**config.mk**
```make
export PLATFORM = sky130hd
export DESIGN_NAME = md5_bus_master
export DESIGN_NICKNAME = d
export VERILOG_FILES = /design/src/rtl/md5_bus_pkg.sv /design/src/rtl/md5_bus_master.sv
export SDC_FILE = /design/constraint.sdc
export NUM_CORES = 2
export LEC_CHECK = 0
export CAP_MARGIN = 20
export CORE_AREA = 2 2 278 280
export DETAILED_ROUTE_END_ITERATION = 8
export DIE_AREA = 0 0 280 282
export PLACE_DENSITY = 0.72
export RECOVER_POWER = 50
export SLEW_MARGIN = 0
export SYNTH_ARGS = -nofsm -noshare
export SYNTH_HDL_FRONTEND = slang
export SYNTH_SLANG_ARGS = --single-unit
```
**constraint.sdc**
```tcl
create_clock -name clk -period 3.2 [get_ports clk]
set_input_delay 0.64 -clock clk [delete_from_list [all_inputs] [get_ports clk]]
set_output_delay 0.64 -clock clk [all_outputs]
set_load 0.05 [all_outputs]
```
**src/rtl/md5_bus_pkg.sv**
```systemverilog
// Register map, control/status bit positions and FSM encoding shared by the
// MD5 register-bus master and anything that talks to the same slave.
package md5_bus_pkg;

  localparam logic [7:0] ADDR_NAME0   = 8'h00;
  localparam logic [7:0] ADDR_NAME1   = 8'h01;
  localparam logic [7:0] ADDR_VERSION = 8'h02;
  localparam logic [7:0] ADDR_CTRL    = 8'h08;
  localparam logic [7:0] ADDR_STATUS  = 8'h09;
  localparam logic [7:0] ADDR_BLOCK0  = 8'h20;
  localparam logic [7:0] ADDR_BLOCK15 = 8'h2f;
  localparam logic [7:0] ADDR_DIGEST0 = 8'h40;
  localparam logic [7:0] ADDR_DIGEST3 = 8'h43;

  localparam int unsigned CTRL_INIT_BIT    = 0;
  localparam int unsigned CTRL_NEXT_BIT    = 1;
  localparam int unsigned STATUS_READY_BIT = 0;

  typedef enum logic [3:0] {
    StIdle,
    StChk,
    StWblk,
    StWctl,
    StWait,
    StPoll,
    StRdig,
    StDone,
    StAbort
  } state_e;

  // CTRL carries exactly one of init/next.
  function automatic logic [31:0] ctrl_word(input logic init);
    logic [31:0] w;
    w = '0;
    w[CTRL_INIT_BIT] = init;
    w[CTRL_NEXT_BIT] = ~init;
    return w;
  endfunction

endpackage

```
**src/rtl/md5_bus_master.sv**
```systemverilog
// Bus initiator that pushes one 512-bit block into the MD5 register slave,
// starts the core, polls for completion and returns the 128-bit digest.
module md5_bus_master
  import md5_bus_pkg::*;
#(
  parameter int unsigned POLL_DELAY     = 2,
  parameter int unsigned TIMEOUT_CYCLES = 1024
) (
  input  logic         clk,
  input  logic         reset_n,
  input  logic         start,
  input  logic         first,
  input  logic [511:0] block,
  output logic         busy,
  output logic         digest_valid,
  output logic [127:0] digest,
  output logic         error,
  output logic         cs,
  output logic         we,
  output logic [7:0]   address,
  output logic [31:0]  write_data,
  input  logic [31:0]  read_data
);

  localparam int unsigned TmoW = $clog2(TIMEOUT_CYCLES + 1);
  localparam int unsigned DlyW = $clog2(POLL_DELAY + 1);
  localparam logic [TmoW-1:0] TmoLimit = TmoW'(TIMEOUT_CYCLES);

  state_e         state_q, state_d;
  logic [3:0]     idx_q, idx_d;
  logic [TmoW-1:0] tmo_q, tmo_d, tmo_inc;
  logic [DlyW-1:0] dly_q, dly_d;
  logic [511:0]   blk_q, blk_d;
  logic           first_q, first_d;
  logic [127:0]   shadow_q, shadow_d;
  logic [127:0]   digest_q, digest_d;
  logic           busy_q, busy_d;
  logic           dv_q, dv_d;
  logic           err_q, err_d;
  logic           cs_q, cs_d;
  logic           we_q, we_d;
  logic [7:0]     addr_q, addr_d;
  logic [31:0]    wdata_q, wdata_d;

  assign tmo_inc = (tmo_q == '1) ? tmo_q : tmo_q + 1'b1;

  // Bus outputs are registered, so every transition also sets up the access
  // that the next state performs.
  always_comb begin
    state_d  = state_q;
    idx_d    = idx_q;
    tmo_d    = tmo_q;
    dly_d    = dly_q;
    blk_d    = blk_q;
    first_d  = first_q;
    shadow_d = shadow_q;
    digest_d = digest_q;
    busy_d   = busy_q;
    dv_d     = 1'b0;
    err_d    = 1'b0;
    cs_d     = 1'b0;
    we_d     = 1'b0;
    addr_d   = addr_q;
    wdata_d  = wdata_q;

    unique case (state_q)
      StIdle: begin
        if (start) begin
          blk_d   = block;
          first_d = first;
          busy_d  = 1'b1;
          tmo_d   = '0;
          state_d = StChk;
          cs_d    = 1'b1;
          addr_d  = ADDR_STATUS;
        end
      end

      StChk, StPoll: begin
        if (read_data[STATUS_READY_BIT]) begin
          idx_d = '0;
          cs_d  = 1'b1;
          if (state_q == StChk) begin
            state_d = StWblk;
            we_d    = 1'b1;
            addr_d  = ADDR_BLOCK0;
            wdata_d = blk_q[511:480];
            blk_d   = {blk_q[479:0], 32'h0};
          end else begin
            state_d = StRdig;
            addr_d  = ADDR_DIGEST0;
          end
        end else begin
          tmo_d = tmo_inc;
          if (tmo_inc == TmoLimit) begin
            state_d = StAbort;
            busy_d  = 1'b0;
            err_d   = 1'b1;
          end else begin
            cs_d   = 1'b1;
            addr_d = ADDR_STATUS;
          end
        end
      end

      StWblk: begin
        cs_d = 1'b1;
        we_d = 1'b1;
        if (idx_q == 4'd15) begin
          state_d = StWctl;
          addr_d  = ADDR_CTRL;
          wdata_d = ctrl_word(first_q);
        end else begin
          idx_d   = idx_q + 4'd1;
          addr_d  = ADDR_BLOCK0 + 8'(idx_q) + 8'd1;
          wdata_d = blk_q[511:480];
          blk_d   = {blk_q[479:0], 32'h0};
        end
      end

      StWctl: begin
        state_d = StWait;
        dly_d   = DlyW'(POLL_DELAY);
      end

      StWait: begin
        if (dly_q == DlyW'(1)) begin
          state_d = StPoll;
          tmo_d   = '0;
          cs_d    = 1'b1;
          addr_d  = ADDR_STATUS;
        end else begin
          dly_d = dly_q - DlyW'(1);
        end
      end

      StRdig: begin
        // Words shift in from the bottom so DIGEST0 ends up in [127:96].
        shadow_d = {shadow_q[95:0], read_data};
        if (idx_q == 4'd3) begin
          state_d  = StDone;
          digest_d = {shadow_q[95:0], read_data};
          dv_d     = 1'b1;
          busy_d   = 1'b0;
        end else begin
          idx_d  = idx_q + 4'd1;
          cs_d   = 1'b1;
          addr_d = ADDR_DIGEST0 + 8'(idx_q) + 8'd1;
        end
      end

      StDone, StAbort: state_d = StIdle;

      default: state_d = StIdle;
    endcase
  end

  always_ff @(posedge clk or negedge reset_n) begin
    if (!reset_n) begin
      state_q  <= StIdle;
      idx_q    <= '0;
      tmo_q    <= '0;
      dly_q    <= '0;
      blk_q    <= '0;
      first_q  <= 1'b0;
      shadow_q <= '0;
      digest_q <= '0;
      busy_q   <= 1'b0;
      dv_q     <= 1'b0;
      err_q    <= 1'b0;
      cs_q     <= 1'b0;
      we_q     <= 1'b0;
      addr_q   <= '0;
      wdata_q  <= '0;
    end else begin
      state_q  <= state_d;
      idx_q    <= idx_d;
      tmo_q    <= tmo_d;
      dly_q    <= dly_d;
      blk_q    <= blk_d;
      first_q  <= first_d;
      shadow_q <= shadow_d;
      digest_q <= digest_d;
      busy_q   <= busy_d;
      dv_q     <= dv_d;
      err_q    <= err_d;
      cs_q     <= cs_d;
      we_q     <= we_d;
      addr_q   <= addr_d;
      wdata_q  <= wdata_d;
    end
  end

  assign busy         = busy_q;
  assign digest_valid = dv_q;
  assign digest       = digest_q;
  assign error        = err_q;
  assign cs           = cs_q;
  assign we           = we_q;
  assign address      = addr_q;
  assign write_data   = wdata_q;

endmodule

```
### After elaboration in Yosys (flattened, before gate mapping)

Index checks and enable logic that the tools add are counted.

* $add $sub $neg: 7
* multipliers: 0
* divide/modulo/power cells: 0
* order comparisons: 0
* equality and inequality tests: 24
* shifts and indexed selects: 0
* mux-type cells: 55
* bitwise operators: 1
* reduce and logical (&&, ||, !) cells: 19

Operator list (number)
* two-way mux 512 bit: 4
* case mux 512 bit (3 select lines): 1
* two-way mux 32 bit: 3
* case mux 32 bit (2 select lines): 1
* two-way mux 8 bit: 6
* two-way mux 11 bit: 4
* case mux 8 bit (5 select lines): 1
* two-way mux 4 bit: 9
* case mux 11 bit (3 select lines): 1
* case mux 4 bit (6 select lines): 1
* == test 11 bit, second input constant: 2
* inequality test 2 bit, second input constant: 11
* AND reduction 5 bit: 4
* two-way mux 1 bit: 16
* == test 4 x 2 -> 1 bit, second input constant: 3
* == test 4 x 3 -> 1 bit, second input constant: 3
* case mux 4 bit (3 select lines): 1
* nonzero test 3 bit: 4
* adder 11 x 1 -> 11 bit, second input constant: 1
* adder 7 x 1 -> 8 bit, second input constant: 1
* adder 7 x 4 -> 8 bit, first input constant: 1
* adder 8 x 1 -> 8 bit, second input constant: 1
* AND reduction 4 bit: 2
* adder 6 x 4 -> 7 bit, first input constant: 1
* 20 further kinds: 24

* register bits: 803
* latch bits: 0
* memory bits (writable): 0
* ROM bits: 0
* bits of input ports: 548
* output and inout port bits: 173
* logic and storage cells: 121
* memories kept: 0

### Logic depth before layout (Yosys ltp)

* depth after elaboration: 6
* depth in mapped cells: 10
* gate-level depth less buffers: 9

### Worst setup path after synthesis

Ideal clock, no wire load.

* path type: register to register
* from: register tmo_q[2]
* to: register addr_q[3] (netlist: address[3])
* library setup time: 0.125 ns
* arrival time: 2.174 ns
* data required time: 3.075 ns
* path slack: 0.901 ns
* stages on the path, launching flop included: 9
* buffers on the path: 1
* clock period less this slack: 2.299 ns
* cells stage by stage: dfrtp_1 buf_4 nand3_2 nor4_1 xnor2_1 a31oi_4 o41ai_4 inv_4 mux2_4

* cells in the longest elaborated chain, start to end: 5
* elaborated cells between the ends (all ways): 6
* classes of those cells: add/sub (1); eq/ne (3); mux (1); reduce/logical (1)

RTL lines
* start, declared: line md5_bus_master.sv:31 `logic [TmoW-1:0] tmo_q, tmo_d, tmo_inc;`
* start signal, assigned: line md5_bus_master.sv:178 `tmo_q <= tmo_d;`
* adder 11 x 1 -> 11 bit / == test 11 bit (equally long branches): line md5_bus_master.sv:45 `assign tmo_inc = (tmo_q == '1) ? tmo_q : tmo_q + 1'b1;`
* two-way mux 11 bit *: line md5_bus_master.sv:45
* == test 11 bit *: line md5_bus_master.sv:95 `if (tmo_inc == TmoLimit) begin`
* inequality test 3 bit (no source line) *
* AND reduction 5 bit (no source line) *
* end signal, assigned: line md5_bus_master.sv:189 `addr_q <= addr_d;`
* end, declared: line md5_bus_master.sv:42 `logic [7:0] addr_q, addr_d;`

Mark *: on every way between the ends. The rest lies on a longest branch, timed or not.
A chain may end at the register's enable or synchronous reset.

### Final worst setup path

* from: register state_q[0]
* to: register blk_q[511]

* cells in the longest elaborated chain, start to end: 4
* elaborated cells between the ends (all ways): 12
* classes of those cells: eq/ne (7); mux (1); reduce/logical (4)

RTL lines
* start, declared: line md5_bus_master.sv:29 `state_e state_q, state_d;`
* start signal, assigned: line md5_bus_master.sv:160 `state_q <= StIdle;`
* start signal, assigned: line md5_bus_master.sv:176 `state_q <= state_d;`
* == test 4 x 1 -> 1 bit / == test 4 x 3 -> 1 bit (equally long branches): line md5_bus_master.sv:66, md5_bus_master.sv:83
* OR reduction 2 bit: line md5_bus_master.sv:66 `unique case (state_q)`
* inequality test 2 bit (no source line) / nonzero test 3 bit (equally long branches)
* AND reduction 5 bit (no source line)
* end signal, assigned: line md5_bus_master.sv:180 `blk_q <= blk_d;`
* end, declared: line md5_bus_master.sv:33 `logic [511:0] blk_q, blk_d;`

Several ways; a longest one is shown, not always the timed one.

==> out/qor.yml <==
run_status:
  status: "finished with violations"
  violations: "capacitance limit, slew limit"
timing:
  tns_ns: 0
  fin_crit_sh_pct: 88.1
  slew_headroom_pct: -34.5
  max_freq_ghz: 0.355
  hold_viol: 0
  drv_slew: 55
  skew_ns: 0.0449
  fin_crit_ns: 2.82
  setup-violations-final: 0
  postLayoutSetupSlackWorst_ns: 0.382
  rsz0062_at_grt: "false"
  worst-slew-pin-transition_ns: 2.02
synthesis:
  ys.flop_type: "dfrtp_1"
  yosysUniqueCellTypes: 59
  synth-seq-cells: 802
  synth_edf_count: 0
  ys_warn_count: 0
  syn_nets: 4418
  synth-async-reset-ratio_pct: 100
  netlist_instances: 3867
  syn_area_mm2: 0.0341
  yosysSeqAreaShare_pct: 58.9
  syn-mean-instance-area_um2: 8.81
critical_path:
  r2r_end: "blk_q[511]"
  worstSetupStartpointType: "flop"
  r2r_slack_ns: 0.38
  reg2reg_from: "state_q[0]"
  cp.required_ns: 3.76
  cp.arrival_ns: 3.37
  cp-end-kind: "flop"
  r2r_cells: 7
  cp_max_fo: 79
  critPathKind: "reg2reg"
layout:
  post_route_cells_drive_above_1_share_pct: 7.87
  stdcell_count: 5576
  syn_to_final_growth_pct: 34.1
  mostFrequentLayoutCells: "nand2_1, dfrtp_1, clkdlybuf4s50_1"
  final_area_mm2: 0.0457
  utilization_pct: 60.3
  nets: 5054
  final_common_cell: "nand2_1"
cts:
  hold_buffers: 0
  clock_latency_ns: 0.66
  cts_tree: "yes"
  post_cts_buffers: 0
  cts_resized: 0
  numCtsBuffers: 85
  ctsLongestPathBuffers: 3
  cts_sinks: 802
  path_clk_slew_ns: 0.06
  clock-root-buffer: "clkbuf_16"
  htree_num_levels: 3
placement:
  dp_slack_ns: 0.309
  place_inst: 5394
  portBuffers: 719
  place_area_mm2: 0.0428
  globalplace.congestion: 0.891
  dpl.hpwl_um: 82700
floorplanning:
  dieArea_mm2: 0.0790
  die_h_um: 282
  core_mm2: 0.0757
  initial_core_util_pct: 45.0
  fp-row-count: 101
  num_io_pins: 721
  die_w_um: 280
grt:
  grt-ovfl-total: 0
  grt.total_usage_pct: 28.2
  grt_start_max_net_pins: 131
  antenna_found_initial: 47
  grt_pass1_vias: 28686
  grt_pass1_wl_um: 171000
drt:
  via_per_inst: 5.31
  drtIter0Drc: 2478
  drcViolationCount: 0
  wl_um: 112000
  dr.pass1.iters: 7
  vias: 29602
  ant_nets: 0
  avgRoutedWirePerCell_um: 20.2
hold_path:
  holdCritPathClass: "reg2reg"
  min_to: "digest[99]"
  whs_path_depth: 2
  worstHoldStart: "shadow_q[67]"
power_and_ir_drop:
  power_per_cell_area_mw_per_mm2: 1120
  peakVddDrop_v: 0.000662
  leakage_uw: 0.0203
job:
  drv_cap: 1
[worst max path at each step]
stage / start / to / cells after the start
CTS: state_q[0] / blk_q[511] / 7
global route: reset_n / blk_q[18] / 2
finish: state_q[0] / blk_q[511] / 7
detailed placement: read_data[0] / address[3] / 8
global placement: read_data[0] / address[3] / 8
floorplan: tmo_q[2] / address[3] / 8
[cells in the mapped netlist (2+ instances only)]
cell / number / area [µm²]
nor2b_1: 3 / 18.8
mux2_2: 97 / 1090
a21oi_1: 37 / 185
a22o_2: 3 / 30.0
nand3b_1: 3 / 22.5
nand2_1: 1496 / 5620
o22ai_1: 2 / 12.5
buf_2: 21 / 105
nand3_1: 47 / 235
or2_2: 2 / 12.5
a211oi_1: 2 / 15.0
nor3_1: 4 / 20.0
xnor2_1: 3 / 26.3
o21ai_0: 31 / 155
nor4_1: 3 / 18.8
dfrtp_1: 802 / 20100
ha_1: 3 / 37.5
and4_1: 2 / 17.5
buf_1: 27 / 101
clkbuf_1: 231 / 867
nor2_1: 504 / 1890
inv_1: 11 / 41.3
buf_4: 2 / 15.0
nand4_1: 3 / 18.8
nor3b_1: 2 / 15.0
a31oi_1: 486 / 3040
and2_1: 3 / 18.8
nand2b_1: 5 / 31.3
and3_1: 2 / 12.5
[worst max-delay path, cell delays in order (launching register included)]
cell and delay (ns):
dfrtp_1 0.51, nand2b_1 0.31, o21ai_0 0.47, nor2b_4 0.36, buf_12 0.33, buf_4 0.35, nand2_1 0.19, a31oi_1 0.19
[stage by stage]
stage	power (µW)	hold slack, ns
finish	51100	0.460
detailed placement	40800	0.447
floorplan	32400	0.344
global placement	40200	0.443
global route	54600	0.478
CTS	51500	0.00741
[per-layer routing]
layer  up-vias  share of wire, %  GRT usage (%)  routed length [µm]
met5         -              0.23              0                 263
met4        38               3.3           10.9                3690
met3       212               7.8           7.47                8780
met2      1039                50           47.9               56100
met1     14222                39           34.5               43500
li1      14091                 -              -                   -
[sequential cells by signal, indices dropped and copies added (netlist names), 2 cells and up]
| name | flops |
|---|---|
| address | 7 |
| blk_q | 512 |
| digest | 128 |
| dly_q | 2 |
| idx_q | 4 |
| shadow_q | 96 |
| state_q | 4 |
| tmo_q | 11 |
| write_data | 32 |
[kinds of logic after synthesis]
| group | count (synthesis) | synth area share, % |
|---|---|---|
| xor+xnor | 4 | 0.103 |
| flops | 802 | 58.9 |
| fa+ha+maj | 3 | 0.110 |
| simple gates | 2088 | 23.6 |
| other cells | 1 | 0.0110 |
| compound gates | 576 | 10.6 |
| mux | 98 | 3.25 |
| buf+inv | 295 | 3.38 |
[cell type report]
| type | count | area, µm² |
|---|---|---|
| antenna | 25 | 62.6 |
| clock buffer | 125 | 2520 |
| clock inverter | 32 | 534 |
| fill | 6384 | 30000 |
| inverter | 13 | 52.6 |
| multi-input combinational | 2770 | 12800 |
| sequential | 802 | 20100 |
| tap | 978 | 1220 |
| timing repair buffer | 831 | 8380 |
[power breakdown]
group | total [µW] | switching [µW] | internal (µW)
Combinational | 22600 | 14300 | 8260
Clock | 10600 | 4290 | 6320
Sequential | 17900 | 2940 | 15000
Total | 51100 | 21500 | 29600
(Power assumes the default switching activity.)
